==> src/rtl/apb_completer_regs_pkg.sv <==
// Shared constants for the APB completer register bank: word offsets, CTRL bits,
// FSM encoding and the default ID.
package apb_completer_regs_pkg;

    // Word offsets, compared against PADDR[ADDRWIDTH-1:2]
    localparam int CTRL_OFS     = 0;
    localparam int SCRATCH0_OFS = 1;
    localparam int SCRATCH1_OFS = 2;
    localparam int COUNT_OFS    = 3;
    localparam int ID_OFS       = 4;

    localparam int CTRL_CNT_EN  = 0;
    localparam int CTRL_CNT_CLR = 1;

    localparam int WAIT_W = 4;

    localparam logic [31:0] ID_VALUE_DEFAULT = 32'hA2B0_0001;

    typedef enum logic {
        IDLE   = 1'b0,
        ACCESS = 1'b1
    } state_t;

endpackage

==> src/rtl/apb_completer_regs_event.sv <==
// Free-running event counter qualified by the APB clock enable; clear beats increment.
module apb_event_counter #(
    parameter int DATAWIDTH = 32
) (
    input  logic                 clk,
    input  logic                 rst,
    input  logic                 pclken,
    input  logic                 en,
    input  logic                 clr,
    output logic [DATAWIDTH-1:0] count
);

    always_ff @(posedge clk or posedge rst) begin
        if (rst) begin
            count <= '0;
        end else if (pclken) begin
            if (clr) begin
                count <= '0;
            end else if (en) begin
                count <= count + DATAWIDTH'(1);
            end
        end
    end

endmodule

==> src/rtl/apb_completer_regs.sv <==
// APB3 completer with CTRL/SCRATCH/COUNT/ID registers, parameterised wait states
// and PSLVERR on unmapped offsets or writes to read-only registers.
module apb_completer_regs
    import apb_completer_regs_pkg::*;
#(
    parameter int                   ADDRWIDTH   = 16,
    parameter int                   DATAWIDTH   = 32,
    parameter int                   WAIT_CYCLES = 0,
    parameter logic [DATAWIDTH-1:0] ID_VALUE    = DATAWIDTH'(ID_VALUE_DEFAULT)
) (
    input  logic                 HCLK,
    input  logic                 HRESET,
    input  logic                 PCLKEN,
    input  logic                 PSEL,
    input  logic                 PENABLE,
    input  logic [ADDRWIDTH-1:0] PADDR,
    input  logic                 PWRITE,
    input  logic [DATAWIDTH-1:0] PWDATA,
    output logic [DATAWIDTH-1:0] PRDATA,
    output logic                 PREADY,
    output logic                 PSLVERR,
    output logic [DATAWIDTH-1:0] CNT_OUT
);

    state_t                 state, state_next;
    logic [ADDRWIDTH-3:0]   addr_q;
    logic                   write_q;
    logic [WAIT_W-1:0]      wait_q;
    logic                   cnt_en;
    logic [DATAWIDTH-1:0]   scratch0, scratch1, count, rdata;
    logic                   hit_ctrl, hit_s0, hit_s1, hit_count, hit_id, err;
    logic                   ready, setup, complete, do_write, cnt_clr;
    logic [1:0]             unused_addr_bits;

    assign unused_addr_bits = PADDR[1:0];

    // Decode works from the address latched in the setup phase, not the live bus
    assign hit_ctrl  = (addr_q == (ADDRWIDTH-2)'(CTRL_OFS));
    assign hit_s0    = (addr_q == (ADDRWIDTH-2)'(SCRATCH0_OFS));
    assign hit_s1    = (addr_q == (ADDRWIDTH-2)'(SCRATCH1_OFS));
    assign hit_count = (addr_q == (ADDRWIDTH-2)'(COUNT_OFS));
    assign hit_id    = (addr_q == (ADDRWIDTH-2)'(ID_OFS));
    assign err       = !(hit_ctrl || hit_s0 || hit_s1 || hit_count || hit_id)
                       || (write_q && (hit_count || hit_id));

    assign ready    = (state == ACCESS) && (wait_q == '0);
    assign setup    = PCLKEN && (state == IDLE) && PSEL && !PENABLE;
    assign complete = PCLKEN && ready && PSEL && PENABLE;
    assign do_write = complete && write_q && !err;
    assign cnt_clr  = do_write && hit_ctrl && PWDATA[CTRL_CNT_CLR];

    always_comb begin
        state_next = state;
        case (state)
            IDLE:   if (PSEL && !PENABLE) state_next = ACCESS;
            ACCESS: if (!PSEL || (PENABLE && ready)) state_next = IDLE;
            default: state_next = IDLE;
        endcase
    end

    always_ff @(posedge HCLK or posedge HRESET) begin
        if (HRESET) begin
            state   <= IDLE;
            addr_q  <= '0;
            write_q <= 1'b0;
            wait_q  <= '0;
        end else if (PCLKEN) begin
            state <= state_next;
            if (setup) begin
                addr_q  <= PADDR[ADDRWIDTH-1:2];
                write_q <= PWRITE;
                wait_q  <= WAIT_W'(WAIT_CYCLES);
            end else if (state == ACCESS && wait_q != '0) begin
                wait_q <= wait_q - WAIT_W'(1);
            end
        end
    end

    always_ff @(posedge HCLK or posedge HRESET) begin
        if (HRESET) begin
            cnt_en   <= 1'b0;
            scratch0 <= '0;
            scratch1 <= '0;
        end else if (do_write) begin
            if (hit_ctrl) cnt_en   <= PWDATA[CTRL_CNT_EN];
            if (hit_s0)   scratch0 <= PWDATA;
            if (hit_s1)   scratch1 <= PWDATA;
        end
    end

    apb_event_counter #(.DATAWIDTH(DATAWIDTH)) u_counter (
        .clk    (HCLK),
        .rst    (HRESET),
        .pclken (PCLKEN),
        .en     (cnt_en),
        .clr    (cnt_clr),
        .count  (count)
    );

    // CNT_CLR is a strobe and always reads back as 0
    always_comb begin
        rdata = '0;
        if (hit_ctrl)  rdata[CTRL_CNT_EN] = cnt_en;
        if (hit_s0)    rdata = scratch0;
        if (hit_s1)    rdata = scratch1;
        if (hit_count) rdata = count;
        if (hit_id)    rdata = ID_VALUE;
    end

    assign PREADY  = ready;
    assign PSLVERR = ready && err;
    assign PRDATA  = (ready && !write_q && !err) ? rdata : '0;
    assign CNT_OUT = count;

endmodule

==> config.mk <==
export PLATFORM = sky130hd
export DESIGN_NAME = apb_completer_regs
export DESIGN_NICKNAME = d
export VERILOG_FILES = /design/src/rtl/apb_completer_regs_pkg.sv /design/src/rtl/apb_completer_regs_event.sv /design/src/rtl/apb_completer_regs.sv
export SDC_FILE = /design/constraint.sdc
export NUM_CORES = 1
export LEC_CHECK = 0
export ABC_AREA = 1
export CAP_MARGIN = 20
export CORE_UTILIZATION = 58
export DETAILED_ROUTE_END_ITERATION = 16
export PLACE_DENSITY_LB_ADDON = 0.08
export SETUP_SLACK_MARGIN = 0.2
export SYNTH_ARGS = -nofsm -noshare
export SYNTH_HDL_FRONTEND = slang
export SYNTH_SLANG_ARGS = --single-unit
==> constraint.sdc <==
create_clock -name HCLK -period 10.4 [get_ports HCLK]
set_input_delay 2.08 -clock HCLK [delete_from_list [all_inputs] [get_ports HCLK]]
set_output_delay 2.08 -clock HCLK [all_outputs]
set_load 0.01 [all_outputs]
After elaboration in Yosys (flattened, before gate mapping) --
Cells that the tools add are included.
Word-level totals: register bits after elaboration 117
Cells by class: add/subtract/negate cells 2, equality and inequality tests 4, muxes and demuxes 13, bitwise gates (word level) 1, reductions and logical operators 41
Operator list (number):
- 2-to-1 mux 32 bit | 7
- adder 32 x 1 -> 32 bit, second input constant | 1
- equality test 14 x 2 -> 1 bit, second input constant | 2
- logical AND 1 bit | 18
- equality test 14 x 1 -> 1 bit, second input constant | 1
- equality test 14 x 3 -> 1 bit, second input constant | 1
- zero test 14 bit | 1
- AND reduction 2 bit | 6
- 2-to-1 mux 4 bit | 2
- logical OR 1 bit | 7
- zero test 1 bit | 5
- zero test 4 bit | 1
- nonzero test 2 bit | 2
- nonzero test 4 bit | 1
- subtractor 4 x 1 -> 4 bit, second input constant | 1
- 2-to-1 mux 1 bit | 3
- one-hot mux 1 bit (2 select lines) | 1
- NOT 1 bit | 1

Depth between registers and ports, before layout --
Gate-level depths: netlist of the first run.
depth in word-level cells 13, depth in mapped cells 13, mapped depth without buffers 12

Modules after synthesis --
Synthesis of the first run repeated with hierarchy kept, for this count alone.
Second synthesis, totals: cell total of the unflattened synthesis 990, area, all modules 6967.9 um^2
By module, submodules not included:
- apb_completer_regs | instances 1, cells each 707, area each 4981.0 um^2
- apb_event_counter | instances 1, cells each 283, area each 1986.9 um^2

Least setup slack after synthesis of the first run --
No wires, ideal clock.
kind register to output, start register addr_q[4], end output port PRDATA[0], data arrival time 1588 ps, required time 8320 ps, path slack 6732 ps, stages on the path, launching flop included 12, buffers on the path 2, cells stage by stage dfrtp_1 -> inv_1 -> nand2_1 -> nor2_2 -> inv_2 -> nor2_2 -> nand3_1 -> buf_2 -> buf_6 -> o211ai_1 -> o211ai_1 -> a21oi_1
Between the ends: longest elaborated chain between the ends 10, elaborated cells on any way between the ends 21, those cells by class eq/ne: 4; mux: 6; reduce/logical: 11
RTL lines:
- start, declared | line apb_completer_regs.sv:26 | logic [ADDRWIDTH-3:0] addr_q;
- start signal, assigned | line apb_completer_regs.sv:70 | addr_q <= PADDR[ADDRWIDTH-1:2];
- equality test 14 x 1 -> 1 bit or zero test 14 bit (tied branches) | line apb_completer_regs.sv:39, apb_completer_regs.sv:38
- logical OR 1 bit (4 in series) | line apb_completer_regs.sv:43 | assign err = !(hit_ctrl || hit_s0 || hit_s1 || hit_count || hit_id)
- zero test 1 bit | line apb_completer_regs.sv:43
- logical OR 1 bit | line apb_completer_regs.sv:44 | || (write_q && (hit_count || hit_id));
- zero test 1 bit | line apb_completer_regs.sv:112 | assign PRDATA = (ready && !write_q && !err) ? rdata : '0;
- logical AND 1 bit | line apb_completer_regs.sv:112
- 2-to-1 mux 32 bit (*) | line apb_completer_regs.sv:112
- end, declared | line apb_completer_regs.sv:19 | output logic [DATAWIDTH-1:0] PRDATA,
Mark *: on every way between the ends. The rest lies on a longest branch, timed or not.

Worst setup path in the final report of the first run --
start register wait_q[0], end output port PRDATA[11]
Between the ends: longest elaborated chain between the ends 5
RTL lines:
- start, declared | line apb_completer_regs.sv:28 | logic [WAIT_W-1:0] wait_q;
- start signal, assigned | line apb_completer_regs.sv:72 | wait_q <= WAIT_W'(WAIT_CYCLES);
- start signal, assigned | line apb_completer_regs.sv:74 | wait_q <= wait_q - WAIT_W'(1);
- zero test 4 bit | line apb_completer_regs.sv:46 | assign ready = (state == ACCESS) && (wait_q == '0);
- logical AND 1 bit | line apb_completer_regs.sv:46
- logical AND 1 bit (2 in series) | line apb_completer_regs.sv:112
- 2-to-1 mux 32 bit | line apb_completer_regs.sv:112
No other way between the ends.

==> metrics, run 1 <==
gr usage total 0.332; antenna violations before repair 0; WHS Endpoint scratch1[13]; Req. time, crit path 8.32 ns; worst hold margin 0.469 ns; simple-gate share of the synthesized area 0.336; Peak Freq 0.185 GHz; crit path DAT 3.32 ns; top-area cell type share of the netlist area 0.428; delay-heaviest family, CP simple AND/OR/NAND/NOR gates; Async SR Flop Fraction 1.00; 1st-iter DRT viols 557; Cells on Worst Hold Path 2; Net Count, Synth 1010; Reg2Reg Capture Point scratch1[0]; wire per inst 16.0 um; Synth area leaders dfrtp_1 (43%), nand2_1 (15%), nor2_1 (7.8%); vias in the first global route 6576; share of cells above drive strength 1 0.0548; dominant synthesized flop cell dfrtp_1; TritonRoute pass-1 iters 8; final cycle utilization of the critical path 0.519; Min-Delay Path Class flip-flop to flip-flop; WL final 19.2 mm; EDFF count, synth 0; CTS HTree Levels 4; worst-margin pin slew 0.979 ns; Cell Area, Synth 6850 um^2; die span in y 111 um; diode count 0; routability cong. 0.956; via density per instance 5.59; Synth Area per Inst 7.18 um^2; cell taking the most area after synthesis dfrtp_1; Distinct cells, synth 37; Post-CTS Setup Bufs 0; Synth-to-Final Area Change 25.2%; synthesis warning total 0; synth cell count leaders nand2_1 (270), nor2_1 (143), dfrtp_1 (117), inv_1 (100), o21ai_0 (53); hold_sp scratch1[13]; Worst slew margin 0.346; setup TNS 0 ns; Layout Nets 1103; Fin. Hold Viols 0; status completed; post-synthesis register bit count 117; reg2reg start wait_q[0]; first-pass GRT wire length 32.0 mm; leakage 4.15 nW; CTS tree yes; fin cells 1202; reg2reg path depth 8; MaxCap Viol Count 0; post-DP HPWL 12.4 mm; most common cell in the netlist nand2_1; Worst Path Buf+Inv 3; critical path startpoint category flip-flop; post-CTS resize count 0; hold_buf cts 0; core region area 11500 um^2; Clk Latency, worst-skew pair 0.43 ns; row count 39; die width 111 um; Crit Path Max Fanout 25; VDD IR-drop max 0.188 mV; crit-path most repeated cell inv_1; slowest CP cell nand4_2; antenna viol nets, final 0; count of final max-slew check failures 0; WP depth 7; post-synthesis instance total 953; setup violators final 0; Compound-Gate Fraction of Synth Area 0.101; number of clock sinks 117; post-synthesis mux area share 0; Inserted Clock Buffers 17; largest family of logic cells by synthesized area simple AND/OR/NAND/NOR gates; Placed Cells 1169; Initial Utilization 0.597; Power Dens Cells 140 nW/um^2; Max stage delay on crit path 0.73 ns; drt drc 0; Synth Area in XOR/XNOR 0.0281; DR vias 6724; die footprint 12200 um^2; I/O Buffers 117; RSZ-0062 raised after global routing no; CTS root buffer clkbuf_16; post-synthesis sequential area ratio 0.428; clk slew on worst S/H paths 0.06 ns; final worst path period need 5.40 ns; CP Class flip-flop to primary output; Pwr Total 0.00120 W; largest net degree at the start of global routing 66; clk_skew 0.00739 ns; flop2flop setup slack 7.41 ns; I/O pin count 120; GRT Residual Overflow 0; crit end category primary output; Post-Synth Adder-Cell Area 0.00548; worst-path cell chain inv_1, ha_1, nand4_1, inv_1, nand4_2, nor2_1, clkdlybuf4s50_1; clk buf depth 2
[layer usage]
layer	wire, um	track usage
met1	8460	0.432
met2	9170	0.545
met3	1290	0.0801
met4	295	0.111
met5	0	0
[flip-flops by register name, summed over array words and instances (netlist names)]
| signal | count |
|---|---|
| u_counter.count | 32 |
| write_q | 1 |
| scratch0 | 32 |
| wait_q | 4 |
| scratch1 | 32 |
| state | 1 |
| addr_q | 14 |
| cnt_en | 1 |
[area by class of cell]
cell class / instances / area [um^2]
multi-input combinational: 682 / 3230
sequential: 117 / 2930
fill: 919 / 2900
timing repair buffer: 123 / 1240
clock buffer: 26 / 539
inverter: 105 / 397
tap: 143 / 179
clock inverter: 6 / 63.8
[power breakdown]
group / leakage, nW / internal, W / total, W / switching [W]
clock network: 0.295 / 0.000378 / 0.000583 / 0.000204
logic: 2.41 / 0.0000476 / 0.000128 / 0.0000802
registers: 1.44 / 0.000480 / 0.000491 / 0.0000115
[tightest hold or removal path, stage by stage (launching register included)]
cell and delay, ns:
dfrtp_1 0.34, nand2_1 0.05, nand2_1 0.04
[placed cells by master (no fill, tap or decap), drive strengths merged, types with 6 or more instances in the layout]
| master | count |
|---|---|
| nand2 | 275 |
| nor2 | 148 |
| dfrtp | 117 |
| clkdlybuf4s50 | 117 |
| inv | 104 |
| o21ai | 81 |
| nand3 | 53 |
| nand4 | 38 |
| clkbuf | 26 |
| a22oi | 25 |
| xor2 | 19 |
| nor3 | 19 |
| a21oi | 8 |
| buf | 6 |
[worst max path at each step]
stage              start     endpoint  slack (ns)
2_1_floorplan     HRESET    addr_q[0]        5.22
3_3_place_gp      PCLKEN  scratch1[0]        5.29
3_5_place_dp      PCLKEN  scratch1[0]        5.25
4_1_cts        wait_q[0]   PRDATA[11]        5.02
5_1_grt        addr_q[5]   PRDATA[25]        4.73
6_report       wait_q[0]   PRDATA[11]        5.00
[stage by stage]
step | worst slack, ns | utilization | area [um^2]
3_5_place_dp | 5.25 | 0.692 | 7940
2_1_floorplan | 5.22 | - | 6850
5_1_grt | 4.73 | 0.747 | 8570
6_report | 5.00 | 0.747 | 8570
4_1_cts | 5.02 | 0.745 | 8540
3_3_place_gp | 5.29 | 0.692 | 7940
[cells by family (layout without fill, tap and decap cells)]
| kind of cell | Yosys count | count (layout) |
|---|---|---|
| simple gates | 535 | 535 |
| buf+inv | 154 | 260 |
| compound gates | 122 | 122 |
| flops | 117 | 117 |
| xor+xnor | 22 | 22 |
| fa+ha+maj | 3 | 3 |
Power figures use the tool's default switching activity.
==> run 2, diff against run 1 <==
--- a/config.mk
+++ b/config.mk
@@ -7,7 +7,7 @@
 export LEC_CHECK = 0
 export ABC_AREA = 1
 export CAP_MARGIN = 20
-export CORE_UTILIZATION = 58
+export CORE_UTILIZATION = 48
 export DETAILED_ROUTE_END_ITERATION = 16
 export PLACE_DENSITY_LB_ADDON = 0.08
 export SETUP_SLACK_MARGIN = 0.2
==> constraint.sdc (replaced) <==
create_clock -name HCLK -period 4.4 [get_ports HCLK]
set_input_delay 0.88 -clock HCLK [delete_from_list [all_inputs] [get_ports HCLK]]
set_output_delay 0.88 -clock HCLK [all_outputs]
set_load 0.01 [all_outputs]
==> run 2 against run 1 <==
Sequential cell count did not move. Setup slack got worse by 4.6 ns. Register-to-register slack got worse by 5.8 ns. Utilization fell by 12 points. Die area rose by 20%.
==> metrics, run 2 (same netlist as run 1, synthesis figures left out) <==
core region area 13900 um^2 (+21%); Inserted Clock Buffers 17 (unchanged); clk buf depth 2 (unchanged); VDD IR-drop max 0.247 mV (+31%); Placed Cells 1211 (+3.6%); via density per instance 5.27 (-5.7%); setup TNS 0 ns (unchanged); Layout Nets 1107 (+0.36%); TritonRoute pass-1 iters 5 (-3); flop2flop setup slack 1.62 ns (-5.79 ns); diode count 0 (unchanged); gr usage total 0.277 (-0.0552); final cycle utilization of the critical path 0.898; RSZ-0062 raised after global routing no; CTS HTree Levels 4 (unchanged); routability cong. 0.928 (-2.9%); critical path startpoint category flip-flop; antenna violations before repair 0 (unchanged); die width 121 um (+9.7%); setup violators final 0 (unchanged); commonest non-fill, non-tap cell in the layout nand2_1; Worst slew margin 0.453 (+0.107); CTS root buffer clkbuf_16; row count 43 (+10%); CP Class flip-flop to primary output; I/O Buffers 117 (unchanged); Clk Latency, worst-skew pair 0.42 ns (about the same); largest registers scratch0: 32 flops, scratch1: 32 flops, u_counter.count: 32 flops; Crit Path Max Fanout 32 (+28%); Reg2Reg Capture Point u_counter.count[21]; first-pass GRT wire length 31.1 mm (-2.8%); final worst path period need 3.95 ns; Power Dens Cells 339 nW/um^2 (+140%); Setup crit start addr_q[6]; worst-margin pin slew 0.820 ns (-0.159 ns); Cells on Worst Hold Path 2 (unchanged); reg2reg start wait_q[0]; wire per inst 15.4 um (-3.5%); reg2reg path depth 9 (+1); Synth-to-Final Area Change 27.1%; GRT Residual Overflow 0 (unchanged); die span in y 121 um (+9.7%); drt drc 0 (unchanged); crit path DAT 3.07 ns (-0.25 ns); post-DP HPWL 12.8 mm (+3.7%); die footprint 14700 um^2 (+20%); count of final max-slew check failures 0 (unchanged); 1st-iter DRT viols 560 (+0.54%); number of clock sinks 117 (unchanged); DR vias 6555 (-2.5%); WHS Endpoint scratch1[12]; leakage 4.21 nW (+1.5%); Min-Delay Path Class flip-flop to flip-flop; I/O pin count 120 (unchanged); crit end category primary output; Initial Utilization 0.493 (-0.104); share of cells above drive strength 1 0.0574 (+0.00262); largest net degree at the start of global routing 66 (unchanged); clk slew on worst S/H paths 0.05 ns (about the same); clk_skew 0.00926 ns (+0.00186 ns); Fill cells 1298 (+41%); WL final 19.2 mm (-0.25%); CTS tree yes; Req. time, crit path 3.52 ns (-4.80 ns); antenna viol nets, final 0 (unchanged); MaxCap Viol Count 0 (unchanged); hold_sp scratch1[12]; vias in the first global route 6065 (-7.8%); Fin. Hold Viols 0 (unchanged); status completed; commonest cells after routing, fill and taps aside nand2_1 (270), nor2_1 (143), dfrtp_1 (117), clkdlybuf4s50_1 (117), inv_1 (99); Peak Freq 0.253 GHz; DP Worst Slack 0.875 ns (-4.38 ns); worst hold margin 0.469 ns (-0.000641 ns); fin cells 1243 (+3.4%); setup ws final 0.451 ns (-4.55 ns)
## run 2: metrics by stage
stage / util / total power [W] / cell area [um^2]
after global routing: 0.627 / 0.00307 / 8700
final: 0.627 / 0.00295 / 8700
after global placement: 0.580 / 0.00147 / 8050
after CTS: 0.626 / 0.00297 / 8690
after floorplan: - / 0.00136 / 6850
after detailed placement: 0.580 / 0.00147 / 8050
## run 2: how the worst max path moves through the flow
stage                             to
after floorplan            addr_q[0]
after global placement     PRDATA[0]
after detailed placement   PRDATA[0]
after CTS                  PRDATA[0]
after global routing      PRDATA[10]
final                     PRDATA[10]
## run 2: routing by layer
layer / part of all wire / up-vias / track usage
li1: - / 3259 / -
met1: 0.47 / 3083 / 0.393
met2: 0.46 / 190 / 0.424
met3: 0.061 / 23 / 0.0517
met4: 0.016 / 0 / 0.0926
met5: 0 / - / 0
## run 2: repair_timing
item,in CTS,in global routing
hold buffers,0,0
setup buffers,0,0
resized for setup,0,1
setup endpoints to repair,0,2
## run 2: final cells by class
class | instances | area [um^2] | share of cell area
multi-input combinational | 682 | 3230 | 0.372
timing repair buffer | 127 | 1270 | 0.146
clock buffer | 24 | 502 | 0.0577
clock inverter | 8 | 144 | 0.0165
inverter | 105 | 397 | 0.0456
sequential | 117 | 2930 | 0.337
tap | 180 | 225 | 0.0259
## run 2: power by group
group	total, W	switching (W)	internal (W)
Combinational	0.000293	0.000180	0.000114
Clock	0.00150	0.000476	0.00102
Sequential	0.00116	0.0000276	0.00113
Total	0.00295	0.000684	0.00227
## run 2: critical path: stages, from the launching register on
cell and delay, ns:
dfrtp_1 0.36, inv_1 0.06, nand2_1 0.07, nor2_2 0.21, inv_2 0.08, nor2_2 0.14, nand3_2 0.19, inv_2 0.40
buf_12 0.25, a22oi_1 0.10, nor2_1 0.19, clkdlybuf4s50_1 0.59
